===== src/rtl/miss_arbiter_pkg.sv =====
// Shared cache definitions: block geometry defaults and the miss arbiter state encoding.
package miss_arbiter_pkg;

    localparam int unsigned WORDS_DEFAULT = 8;
    localparam int unsigned AW_DEFAULT    = 16;
    localparam int unsigned CNT_W         = 3;

    typedef enum logic [1:0] {
        IDLE,
        WRITE,
        FILL_D,
        FILL_I
    } arb_state_e;

endpackage


===== src/rtl/miss_arbiter_fill_counter.sv =====
// Issue/receive word counters for one block fill, with issue-complete and fill-done flags.
module miss_arbiter_fill_counter
    import miss_arbiter_pkg::*;
#(
    parameter int unsigned WORDS = WORDS_DEFAULT
) (
    input  logic             clk,
    input  logic             rst_n,
    input  logic             clear,
    input  logic             issue,
    input  logic             recv,
    output logic [CNT_W-1:0] iss_cnt,
    output logic [CNT_W-1:0] rcv_cnt,
    output logic             iss_done,
    output logic             done
);

    localparam logic [CNT_W-1:0] LAST = CNT_W'(WORDS - 1);

    always_ff @(posedge clk or negedge rst_n) begin
        if (!rst_n) begin
            iss_cnt  <= '0;
            rcv_cnt  <= '0;
            iss_done <= 1'b0;
        end else if (clear) begin
            iss_cnt  <= '0;
            rcv_cnt  <= '0;
            iss_done <= 1'b0;
        end else begin
            if (issue) begin
                iss_cnt <= iss_cnt + CNT_W'(1);
                if (iss_cnt == LAST) begin
                    iss_done <= 1'b1;
                end
            end
            if (recv) begin
                rcv_cnt <= rcv_cnt + CNT_W'(1);
            end
        end
    end

    assign done = recv && (rcv_cnt == LAST);

endmodule


===== src/rtl/miss_arbiter.sv =====
// Arbitrates D-side write-through, D-miss and I-miss block fills onto one memory port.
module miss_arbiter
    import miss_arbiter_pkg::*;
#(
    parameter int unsigned WORDS = WORDS_DEFAULT,
    parameter int unsigned AW    = AW_DEFAULT
) (
    input  logic             clk,
    input  logic             rst_n,
    input  logic             i_miss,
    input  logic [AW-1:0]    i_addr,
    input  logic             d_miss,
    input  logic [AW-1:0]    d_addr,
    input  logic             d_wr_req,
    input  logic [AW-1:0]    d_wr_addr,
    input  logic [AW-1:0]    d_wr_data,
    output logic             mem_en,
    output logic             mem_wr,
    output logic [AW-1:0]    mem_addr,
    output logic [AW-1:0]    mem_data_in,
    input  logic [AW-1:0]    mem_data,
    input  logic             mem_valid,
    output logic             i_data_we,
    output logic             i_tag_we,
    output logic             d_data_we,
    output logic             d_tag_we,
    output logic [CNT_W-1:0] word_num,
    output logic [AW-1:0]    fill_data,
    output logic             i_stall,
    output logic             d_stall,
    output logic             d_wr_ack
);

    localparam logic [AW-1:0] BASE_MASK = ~AW'(2 * WORDS - 1);

    arb_state_e       state_q, state_d;
    logic [AW-1:0]    base_q, base_nxt;
    logic             base_load;
    logic             cnt_clear, issue, recv, iss_done, fill_done;
    logic [CNT_W-1:0] iss_cnt, rcv_cnt;

    miss_arbiter_fill_counter #(.WORDS(WORDS)) u_fill_counter (
        .clk      (clk),
        .rst_n    (rst_n),
        .clear    (cnt_clear),
        .issue    (issue),
        .recv     (recv),
        .iss_cnt  (iss_cnt),
        .rcv_cnt  (rcv_cnt),
        .iss_done (iss_done),
        .done     (fill_done)
    );

    always_ff @(posedge clk or negedge rst_n) begin
        if (!rst_n) begin
            state_q <= IDLE;
            base_q  <= '0;
        end else begin
            state_q <= state_d;
            if (base_load) begin
                base_q <= base_nxt;
            end
        end
    end

    always_comb begin
        state_d     = state_q;
        base_load   = 1'b0;
        base_nxt    = '0;
        cnt_clear   = 1'b0;
        issue       = 1'b0;
        recv        = 1'b0;
        mem_en      = 1'b0;
        mem_wr      = 1'b0;
        mem_addr    = '0;
        mem_data_in = '0;
        i_data_we   = 1'b0;
        i_tag_we    = 1'b0;
        d_data_we   = 1'b0;
        d_tag_we    = 1'b0;
        fill_data   = '0;
        d_wr_ack    = 1'b0;
        case (state_q)
            IDLE: begin
                cnt_clear = 1'b1;
                if (d_wr_req) begin
                    state_d = WRITE;
                end else if (d_miss) begin
                    state_d   = FILL_D;
                    base_load = 1'b1;
                    base_nxt  = d_addr & BASE_MASK;
                end else if (i_miss) begin
                    state_d   = FILL_I;
                    base_load = 1'b1;
                    base_nxt  = i_addr & BASE_MASK;
                end
            end
            WRITE: begin
                mem_en      = 1'b1;
                mem_wr      = 1'b1;
                mem_addr    = d_wr_addr;
                mem_data_in = d_wr_data;
                d_wr_ack    = 1'b1;
                state_d     = IDLE;
            end
            FILL_D, FILL_I: begin
                // Issue runs ahead of receive; words return in issue order.
                issue     = !iss_done;
                mem_en    = issue;
                mem_addr  = issue ? base_q + AW'({iss_cnt, 1'b0}) : '0;
                recv      = mem_valid;
                fill_data = mem_data;
                if (mem_valid) begin
                    if (state_q == FILL_D) begin
                        d_data_we = 1'b1;
                        d_tag_we  = fill_done;
                    end else begin
                        i_data_we = 1'b1;
                        i_tag_we  = fill_done;
                    end
                end
                if (fill_done) begin
                    state_d = IDLE;
                end
            end
            default: state_d = IDLE;
        endcase
    end

    assign word_num = rcv_cnt;
    assign i_stall  = i_miss | (state_q == FILL_I);
    assign d_stall  = d_miss | (d_wr_req & ~d_wr_ack) | (state_q == FILL_D);

endmodule


===== config.mk =====
export PLATFORM = sky130hd
export DESIGN_NAME = miss_arbiter
export DESIGN_NICKNAME = d
export VERILOG_FILES = /design/src/rtl/miss_arbiter_pkg.sv /design/src/rtl/miss_arbiter_fill_counter.sv /design/src/rtl/miss_arbiter.sv
export SDC_FILE = /design/constraint.sdc
export NUM_CORES = 1
export LEC_CHECK = 0
export BUFFER_PORTS_ARGS = -buffer_cell sky130_fd_sc_hd__buf_2
export CORE_UTILIZATION = 25
export CTS_CLUSTER_SIZE = 24
export DETAILED_ROUTE_END_ITERATION = 7
export HOLD_SLACK_MARGIN = 0.06
export PLACE_DENSITY = 0.59
export SYNTH_ARGS = -nofsm -noshare
export SYNTH_HDL_FRONTEND = slang
export SYNTH_HIERARCHICAL = 1
export SYNTH_SLANG_ARGS = --single-unit

===== constraint.sdc =====
create_clock -name clk -period 1.77 [get_ports clk]
set_input_delay 0.177 -clock clk [delete_from_list [all_inputs] [get_ports clk]]
set_output_delay 0.177 -clock clk [all_outputs]
set_load 0.05 [all_outputs]

==> results of run 1 <==
[sequential cells by signal, indices dropped and copies added, names as in the netlist]
| register | cells |
|---|---|
| base_q | 12 |
| u_fill_counter/iss_cnt | 3 |
| u_fill_counter/rcv_cnt | 3 |
| state_q | 2 |
| u_fill_counter/iss_done | 1 |
[worst max-delay path by stage]
stage / startpoint / end / slack [ns] / cells past startpoint
floorplan: state_q[0]$_DFFE_PN0P_ / mem_data_in[10] / -0.04 / 4
global route: state_q[1]$_DFFE_PN0P_ / mem_addr[13] / 0.00004 / 4
detailed placement: state_q[1]$_DFFE_PN0P_ / i_tag_we / 0.13 / 6
global placement: state_q[1]$_DFFE_PN0P_ / i_tag_we / 0.15 / 6
finish: u_fill_counter/rcv_cnt[0]$_DFFE_PN0P_ / i_tag_we / 0.08 / 6
CTS: u_fill_counter/rcv_cnt[0]$_DFFE_PN0P_ / d_tag_we / 0.0004 / 6
[critical path, cell delays in order (launching register included)]
cell and delay, ns:
dfrtp_2 0.42, ha_1 0.20, ha_1 0.17, and2_4 0.16
inv_2 0.10, nor3_4 0.05, buf_6 0.15
[placed cells by master, fill, tap and decap left out, types with 2 or more instances in the layout]
master and n:
nand2_1 3, dfrtp_1 18, inv_2 3, nor3_4 2, clkbuf_4 12, buf_4 12, clkbuf_8 3, buf_6 4
xnor2_1 2, dfrtp_2 3, a22o_1 26, nor2_1 11, o21ai_0 3, buf_2 121, mux2_2 12, mux2i_1 4
ha_1 4, and2_1 33
[kinds of logic (layout without fill, tap and decap cells)]
family,after synthesis,count (layout)
buffers and inverters,14,158
AOI/OAI and AO/OA,31,31
and+or+nand+nor,58,58
adders and majority gates,5,5
muxes,16,16
DFF,21,21
xor gates and xnor gates,2,2
[layout make-up]
class	count	share of cell area [%]
Multi-Input combinational cell	112	36.58
Timing Repair Buffer	151	35.44
Sequential cell	21	21.92
Tap cell	72	3.731
Clock buffer	4	1.865
Inverter	3	0.4663
[Yosys cell counts, types with 2 or more instances]
cell type	number
nor2_1	11
mux2i_1	4
xnor2_1	2
a22o_1	26
nor3_1	2
mux2_2	12
clkbuf_1	5
buf_2	4
dfrtp_1	21
nand2_1	4
nor2b_1	2
or2_2	2
and2_1	34
o21ai_0	3
inv_1	3
ha_1	4
[power by group through the flow]
stage / Sequential [mW] / Clock [mW] / Combinational, mW
2_1_floorplan: 0.950 / 0 / 2.21
3_3_place_gp: 0.881 / 0 / 2.94
3_5_place_dp: 0.886 / 0 / 2.97
4_1_cts: 0.867 / 0.335 / 3.01
5_1_grt: 0.906 / 0.357 / 3.30
6_report: 0.865 / 0.311 / 3.11
[timing repair]
| item | in CTS | in global routing |
|---|---|---|
| cloned | 0 | 0 |
| resized for setup | 4 | 27 |
| endpoints found under the hold margin | 21 | 0 |
| hold buffers | 1 | 0 |
| setup buffers | 2 | 1 |
| endpoints found under the setup margin | 36 | 36 |
[metrics by stage]
step                      util, %  setup slack, ns  setup TNS [ns]
after floorplan                 -         -0.04289         -0.3860
after global placement      40.85           0.1456               0
after detailed placement    40.85           0.1328               0
after CTS                   42.19        0.0004330               0
after global routing        43.59       0.00004252               0
final                       43.59          0.08281               0
[metal layers]
metal,track usage [%],wire [um]
met5,0,0
met4,2.963,58
met3,4.353,404
met2,25.84,2141
met1,16.85,1810
==> results.py, run 1 <==
metrics = {
    "global_route": {
        "grt_pass1_vias": 1453,
        "grt_antenna_before_repair": 0,
        "gr-total-overflow": 0,
        "grt_pass1_wl_um": 6913,
        "grt_start_max_net_pins": 28,
        "track_usage_pct": 14.41,
    },
    "final_layout": {
        "num_antenna_cells": 0,
        "regArea_sq_um": 529.3,
        "synthToLayoutAreaGrowth_pct": 67.68,
        "n_fill_cell": 563,
        "fin_area_sq_um": 2415,
        "multiInputGateArea_sq_um": 883.3,
        "fin_cells": 363,
        "nets": 382,
        "drive_above_1_share_pct": 61.86,
    },
    "placed_design": {
        "dp_cells": 355,
        "placed_cell_area_sq_um": 2263,
        "port-buffer-count": 137,
        "gp_congestion": 0.6665,
        "dpl.hpwl_um": 3472,
    },
    "setup_path": {
        "crit_arrival_ns": 1.51,
        "reg2reg_to": "base_q[11]$_DFFE_PN0P_",
        "critical_path_class": "flip-flop to output pin",
        "r2r-start": "state_q[1]$_DFFE_PN0P_",
        "r2r_slack_ns": 0.18,
        "reg2reg_depth": 4,
        "start_kind": "flip-flop",
        "endpoint_kind": "output pin",
        "crit_required_ns": 1.59,
        "path_max_fanout": 3,
    },
    "yosys": {
        "syn_area_sq_um": 1440,
        "ys.flop_type": "dfrtp_1",
        "synth_fa_ha_area_share_pct": 4.170,
        "synth_xor_area_share_pct": 1.216,
        "synth-compound-area-share_pct": 17.72,
        "ys_warn_count": 6,
        "async_reset_ff_share_pct": 100.0,
        "synth.area.mux_share_pct": 12.16,
        "synth_top_family_by_area": "simple AND/OR/NAND/NOR gates",
        "ys_ff_latch": 21,
        "synth_area_leaders": "dfrtp_1 36%, a22o_1 16%, and2_1 15%, mux2_2 9.4%, ha_1 3.5%",
        "synth_edf_count": 0,
        "syn_inst": 147,
        "syn-num-nets": 237,
        "synth_cell_types": 24,
        "synth_area_leader_cell": "dfrtp_1",
        "synth.avg_cell_area_sq_um": 9.797,
        "synth_top_area_share_pct": 36.49,
        "ys_seq_area_share_pct": 36.49,
        "yosys.area_share.simple_pct": 23.46,
    },
    "min_path": {
        "hold_class": "input port to flip-flop",
        "min_path_cells": 3,
        "min_from": "d_wr_req",
        "holdPathEnd": "state_q[0]$_DFFE_PN0P_",
    },
    "clocking": {
        "cts.sinks": 21,
        "root_buffer": "clkbuf_8",
        "path_clk_slew_ns": 0.07,
        "numCtsBuffers": 3,
        "clock_path_buffers": 2,
        "cts_tree": "built",
        "clock_latency_ns": 0.26,
        "cts-htree-levels": 1,
    },
    "pwr": {
        "pwr-share-clk_pct": 7.3,
        "intPower_mw": 1.905,
        "power_leakage_nw": 1.336,
        "p_switching_mw": 2.379,
        "pwr-share-seq_pct": 20.2,
        "comb_power_share_pct": 72.5,
        "power_mw": 4.284,
        "vdd_drop_max_uv": 919.9,
        "p_sw_share_pct": 55.54,
        "p_per_area_nw_per_um2": 1774,
    },
    "floorplanning": {
        "die_h_um": 77.90,
        "die_area_sq_um": 6068,
        "fp.coreArea_sq_um": 5540,
        "initial_utilization_pct": 25.99,
        "rows": 27,
        "ioPinCount": 146,
        "dieWidth_um": 77.90,
    },
    "detailed_routing": {
        "antenna_left": 0,
        "num_vias": 1603,
        "drt_iter0_drc": 30,
        "viasPerCell": 4.416,
        "routed_wl_um": 4415,
        "first_pass_iters": 4,
        "drc": 0,
        "wire_per_inst_um": 12.16,
    },
    "sta": {
        "fmax_mhz": 592.7,
        "fin_skew_ns": 0.003028,
        "period_minus_slack_ns": 1.687,
        "holdWs_ns": 0.2390,
        "setup_violations": 0,
        "hold_viol_final": 0,
        "rsz0062_at_grt": "false",
        "slew_violations": 0,
        "relSlewSlack_pct": 38.67,
        "worst_slew_pin_slew_ns": 0.9180,
        "finalCritPeriodShare_pct": 95.32,
    },
    "flow_run": {
        "maxCapViolations": 0,
    },
    "run_status": {
        "status": "complete, no violations",
    },
}
No activity file was read; power rests on OpenSTA's default activity.
==> run 2: changes to the inputs <==
Settings changed: BUFFER_PORTS_ARGS -buffer_cell sky130_fd_sc_hd__buf_2 to -buffer_cell sky130_fd_sc_hd__buf_4, CORE_ASPECT_RATIO set to 1.4.
==> results.py, run 2 (synthesis results as in run 1) <==
metrics = {
    "run_status": {
        "status": "complete, no violations",
    },
    "setup_path": {
        "crit_arrival_ns": 1.51,
        "endpoint_kind": "output pin",
        "start_kind": "flip-flop",
        "reg2reg_depth": 4,
        "critical_path_class": "flip-flop to output pin",
        "crit_required_ns": 1.59,
        "r2r_slack_ns": 0.19,
        "path_max_fanout": 3,
        "reg2reg_to": "base_q[5]$_DFFE_PN0P_",
        "r2r-start": "state_q[1]$_DFFE_PN0P_",
    },
    "detailed_routing": {
        "num_vias": 1617,
        "wire_per_inst_um": 12.80,
        "routed_wl_um": 4622,
        "drc": 0,
        "viasPerCell": 4.479,
        "first_pass_iters": 2,
        "drt_iter0_drc": 11,
        "antenna_left": 0,
    },
    "floorplanning": {
        "rows": 32,
        "die_area_sq_um": 6072,
        "dieWidth_um": 66.15,
        "initial_utilization_pct": 26.06,
        "die_h_um": 91.81,
        "fp.coreArea_sq_um": 5525,
        "ioPinCount": 146,
    },
    "sta": {
        "tns_ns": 0,
        "rsz0062_at_grt": "false",
        "period_minus_slack_ns": 1.686,
        "fin_skew_ns": 0.003134,
        "hold_viol_final": 0,
        "worst_slew_pin_slew_ns": 0.9126,
        "finalCritPeriodShare_pct": 95.26,
        "holdWs_ns": 0.2144,
        "fmax_mhz": 593.1,
        "slew_violations": 0,
        "relSlewSlack_pct": 39.03,
        "finalWorstSetupSlack_ns": 0.08389,
        "setup_violations": 0,
    },
    "placed_design": {
        "place_ws_ns": 0.2451,
        "port-buffer-count": 137,
        "gp_congestion": 0.6792,
        "dp_cells": 352,
        "dpl.hpwl_um": 3780,
        "placed_cell_area_sq_um": 2609,
    },
    "final_layout": {
        "nets": 384,
        "final_common_cell": "buf_4",
        "final_cell_mix": "150 x buf_4, 34 x and2_1, 26 x a22o_1, 18 x dfrtp_1, 12 x mux2_2",
        "fin_cells": 361,
        "fin_area_sq_um": 2703,
        "top_register": "base_q",
        "synthToLayoutAreaGrowth_pct": 87.66,
        "final_util_pct": 48.91,
        "largest_reg_flops": 12,
        "num_antenna_cells": 0,
        "n_fill_cell": 554,
        "biggestRegsByFlops": "base_q x12, u_fill_counter/iss_cnt x3, u_fill_counter/rcv_cnt x3",
        "drive_above_1_share_pct": 61.77,
    },
    "global_route": {
        "gr-total-overflow": 0,
        "grt_antenna_before_repair": 0,
        "grt_pass1_wl_um": 7058,
        "grt_start_max_net_pins": 22,
        "track_usage_pct": 14.97,
        "grt_pass1_vias": 1474,
    },
    "flow_run": {
        "maxCapViolations": 0,
    },
    "pwr": {
        "power_mw": 4.474,
        "p_per_area_nw_per_um2": 1655,
        "power_leakage_nw": 1.420,
        "vdd_drop_max_uv": 965.8,
    },
    "clocking": {
        "root_buffer": "clkbuf_8",
        "clock_path_buffers": 2,
        "numCtsBuffers": 3,
        "cts.sinks": 21,
        "cts_tree": "built",
        "cts-htree-levels": 1,
        "path_clk_slew_ns": 0.07,
        "clock_latency_ns": 0.25,
    },
    "min_path": {
        "holdPathEnd": "state_q[0]$_DFFE_PN0P_",
        "min_path_cells": 3,
        "min_from": "d_wr_req",
        "hold_class": "input port to flip-flop",
    },
}
-- run 2: cell types whose count changed in the layout (fill, tap and decap cells not counted), sizes merged --
cell | previous run | this run
buf | 138 | 152
clkbuf | 16 | 4
-- run 2: cell type report --
type | count | area, sq um | area share, %
Clock buffer | 4 | 45.04 | 1.667
Multi-Input combinational cell | 112 | 873.3 | 32.31
Timing Repair Buffer | 153 | 1159 | 42.87
Sequential cell | 21 | 529.3 | 19.58
Tap cell | 68 | 85.08 | 3.148
Inverter | 3 | 11.26 | 0.4167
-- run 2: routing by layer --
metal | global-route usage (%) | vias up | wire (um)
li1 | - | 806 | -
met1 | 15.84 | 735 | 1637
met2 | 29.00 | 68 | 2553
met3 | 2.612 | 8 | 350
met4 | 4.078 | 0 | 80
met5 | 0 | - | 0
-- run 2: power by group --
part / total [mW] / internal, mW / switching, mW / leakage (nW)
clock network: 0.309 / 0.160 / 0.149 / 0.0228
registers: 0.844 / 0.708 / 0.136 / 0.257
logic: 3.32 / 1.23 / 2.09 / 1.14
-- run 2: worst max-delay path, cell delays in order (launching register included) --
cell	delay (ns)
dfrtp_2	0.41
ha_1	0.20
ha_1	0.16
and2_1	0.16
inv_2	0.11
nor3_4	0.04
buf_4	0.18
-- run 2: worst max path at each step --
stage	start	to	slack [ns]	cells after the start
CTS	u_fill_counter/rcv_cnt[0]$_DFFE_PN0P_	i_tag_we	0.02	6
floorplan	state_q[0]$_DFFE_PN0P_	mem_data_in[10]	-0.04	4
finish	u_fill_counter/rcv_cnt[0]$_DFFE_PN0P_	d_tag_we	0.08	6
global placement	d_miss	base_q[7]$_DFFE_PN0P_	0.24	4
global route	u_fill_counter/rcv_cnt[1]$_DFFE_PN0P_	d_tag_we	0.005	6
detailed placement	d_miss	base_q[7]$_DFFE_PN0P_	0.25	4
-- run 2: timing repair --
action | in CTS | in global routing
hold buffers | 1 | 0
gates resized for setup | 2 | 3
pin swaps | 0 | 0
endpoints found under the setup margin | 11 | 12
setup buffers | 1 | 3
endpoints found under the hold margin | 21 | 0
==> run 3: changes to the inputs <==
Settings changed: CORE_UTILIZATION 25 to 36, PLACE_DENSITY 0.59 to 0.8.
==> results.py, run 3 (synthesis results as in run 1) <==
metrics = {
    "run_status": {
        "status": "complete, no violations",
    },
    "final_layout": {
        "nets": 382,
        "top_register": "base_q",
        "final_cell_mix": "146 x buf_4, 34 x and2_1, 26 x a22o_1, 18 x dfrtp_1, 12 x mux2_2",
        "biggestRegsByFlops": "base_q x12, u_fill_counter/iss_cnt x3, u_fill_counter/rcv_cnt x3",
        "fin_cells": 333,
        "largest_reg_flops": 12,
        "num_antenna_cells": 0,
        "fin_area_sq_um": 2669,
        "synthToLayoutAreaGrowth_pct": 85.32,
        "final_common_cell": "buf_4",
        "drive_above_1_share_pct": 60.82,
        "n_fill_cell": 332,
    },
    "clocking": {
        "cts.sinks": 21,
        "numCtsBuffers": 3,
        "cts_tree": "built",
        "root_buffer": "clkbuf_8",
        "clock_path_buffers": 2,
        "path_clk_slew_ns": 0.07,
        "clock_latency_ns": 0.25,
        "cts-htree-levels": 1,
    },
    "sta": {
        "rsz0062_at_grt": "false",
        "setup_violations": 0,
        "relSlewSlack_pct": 41.06,
        "period_minus_slack_ns": 1.708,
        "slew_violations": 0,
        "hold_viol_final": 0,
        "fmax_mhz": 585.5,
        "worst_slew_pin_slew_ns": 0.8823,
        "finalCritPeriodShare_pct": 96.49,
        "tns_ns": 0,
        "fin_skew_ns": 0.001974,
    },
    "global_route": {
        "grt_antenna_before_repair": 0,
        "grt_pass1_wl_um": 7424,
        "track_usage_pct": 21.51,
        "grt_pass1_vias": 1608,
        "gr-total-overflow": 0,
        "grt_start_max_net_pins": 32,
    },
    "min_path": {
        "holdPathEnd": "state_q[0]$_DFFE_PN0P_",
        "min_path_cells": 3,
        "min_from": "d_wr_req",
        "hold_class": "input port to flip-flop",
    },
    "detailed_routing": {
        "wire_per_inst_um": 13.82,
        "routed_wl_um": 4601,
        "drc": 0,
        "viasPerCell": 4.925,
        "antenna_left": 0,
        "drt_iter0_drc": 54,
        "first_pass_iters": 4,
        "num_vias": 1640,
    },
    "pwr": {
        "vdd_drop_max_uv": 1289,
        "power_leakage_nw": 1.412,
        "p_sw_share_pct": 53.00,
        "pwr-share-clk_pct": 6.7,
        "p_per_area_nw_per_um2": 1687,
        "pwr-share-seq_pct": 19.0,
        "p_switching_mw": 2.386,
        "intPower_mw": 2.116,
        "comb_power_share_pct": 74.2,
    },
    "setup_path": {
        "crit_required_ns": 1.59,
        "critical_path_class": "flip-flop to output pin",
        "crit_arrival_ns": 1.53,
        "endpoint_kind": "output pin",
        "reg2reg_to": "base_q[8]$_DFFE_PN0P_",
        "start_kind": "flip-flop",
        "reg2reg_depth": 4,
        "path_max_fanout": 7,
        "r2r_slack_ns": 0.17,
        "r2r-start": "state_q[1]$_DFFE_PN0P_",
    },
    "floorplanning": {
        "dieWidth_um": 55.46,
        "initial_utilization_pct": 38.49,
        "die_h_um": 76.84,
        "fp.coreArea_sq_um": 3741,
        "rows": 26,
        "die_area_sq_um": 4261,
        "ioPinCount": 146,
    },
    "placed_design": {
        "dp_cells": 324,
        "dpl.hpwl_um": 3694,
        "placed_cell_area_sq_um": 2571,
        "port-buffer-count": 137,
        "gp_congestion": 0.7052,
    },
    "flow_run": {
        "maxCapViolations": 0,
    },
}
[run 3: final cells by class]
cell class              count  area (sq um)  share of cell area [%]
inverters                   3         11.26                  0.4219
repair buffers            151          1160                   43.46
clock buffers               4         45.04                   1.688
flip-flops and latches     21         529.3                   19.83
well taps                  42         52.55                   1.969
multi-input cells         112         870.8                   32.63
[run 3: repair_timing]
item / 4_1_cts / 5_1_grt
resized for setup: 2 / 3
setup endpoints to repair: 19 / 3
hold buffers: 1 / 0
pin swaps: 0 / 0
hold endpoints to repair: 21 / 0
setup buffers: 3 / 1
[run 3: worst max path at each step]
stage | start | end | slack [ns] | cells past startpoint
final | state_q[1]$_DFFE_PN0P_ | d_stall | 0.06 | 3
after global routing | state_q[1]$_DFFE_PN0P_ | d_stall | 0.003 | 3
after floorplan | state_q[0]$_DFFE_PN0P_ | mem_data_in[10] | -0.04 | 4
after CTS | u_fill_counter/rcv_cnt[0]$_DFFE_PN0P_ | i_tag_we | 0.03 | 6
after detailed placement | state_q[1]$_DFFE_PN0P_ | i_tag_we | 0.19 | 6
after global placement | state_q[1]$_DFFE_PN0P_ | i_tag_we | 0.22 | 6
[run 3: power groups by stage]
| stage | registers, mW | logic [mW] | clock network [mW] |
|---|---|---|---|
| floorplan | 0.950 | 2.21 | 0 |
| global placement | 0.873 | 3.24 | 0 |
| detailed placement | 0.881 | 3.27 | 0 |
| CTS | 0.856 | 3.34 | 0.316 |
| global route | 0.894 | 3.53 | 0.336 |
| finish | 0.857 | 3.34 | 0.303 |
[run 3: stage by stage]
| step | power, mW | util (%) | setup WS, ns | hold WS [ns] |
|---|---|---|---|---|
| final | 4.502 | 71.34 | 0.06212 | 0.2506 |
| after global routing | 4.754 | 71.34 | 0.002939 | 0.2669 |
| after CTS | 4.507 | 70.84 | 0.03056 | 0.2299 |
| after detailed placement | 4.156 | 68.73 | 0.1901 | 0.07609 |
| after global placement | 4.110 | 68.73 | 0.2217 | 0.07532 |
| after floorplan | 3.162 | - | -0.04289 | -0.1186 |
[run 3: worst max-delay path: stages, from the launching register on]
cell and delay (ns):
dfrtp_2 0.46, maj3_1 0.35, or2_2 0.27, buf_4 0.19
[run 3: metal layers]
metal  GRT usage, %  vias to the layer above  share of wire [%]
met5              0                        -                  0
met4          7.000                        0                1.3
met3          5.565                        8                7.8
met2          39.64                       80                 53
met1          23.51                      751                 38
li1               -                      801                  -
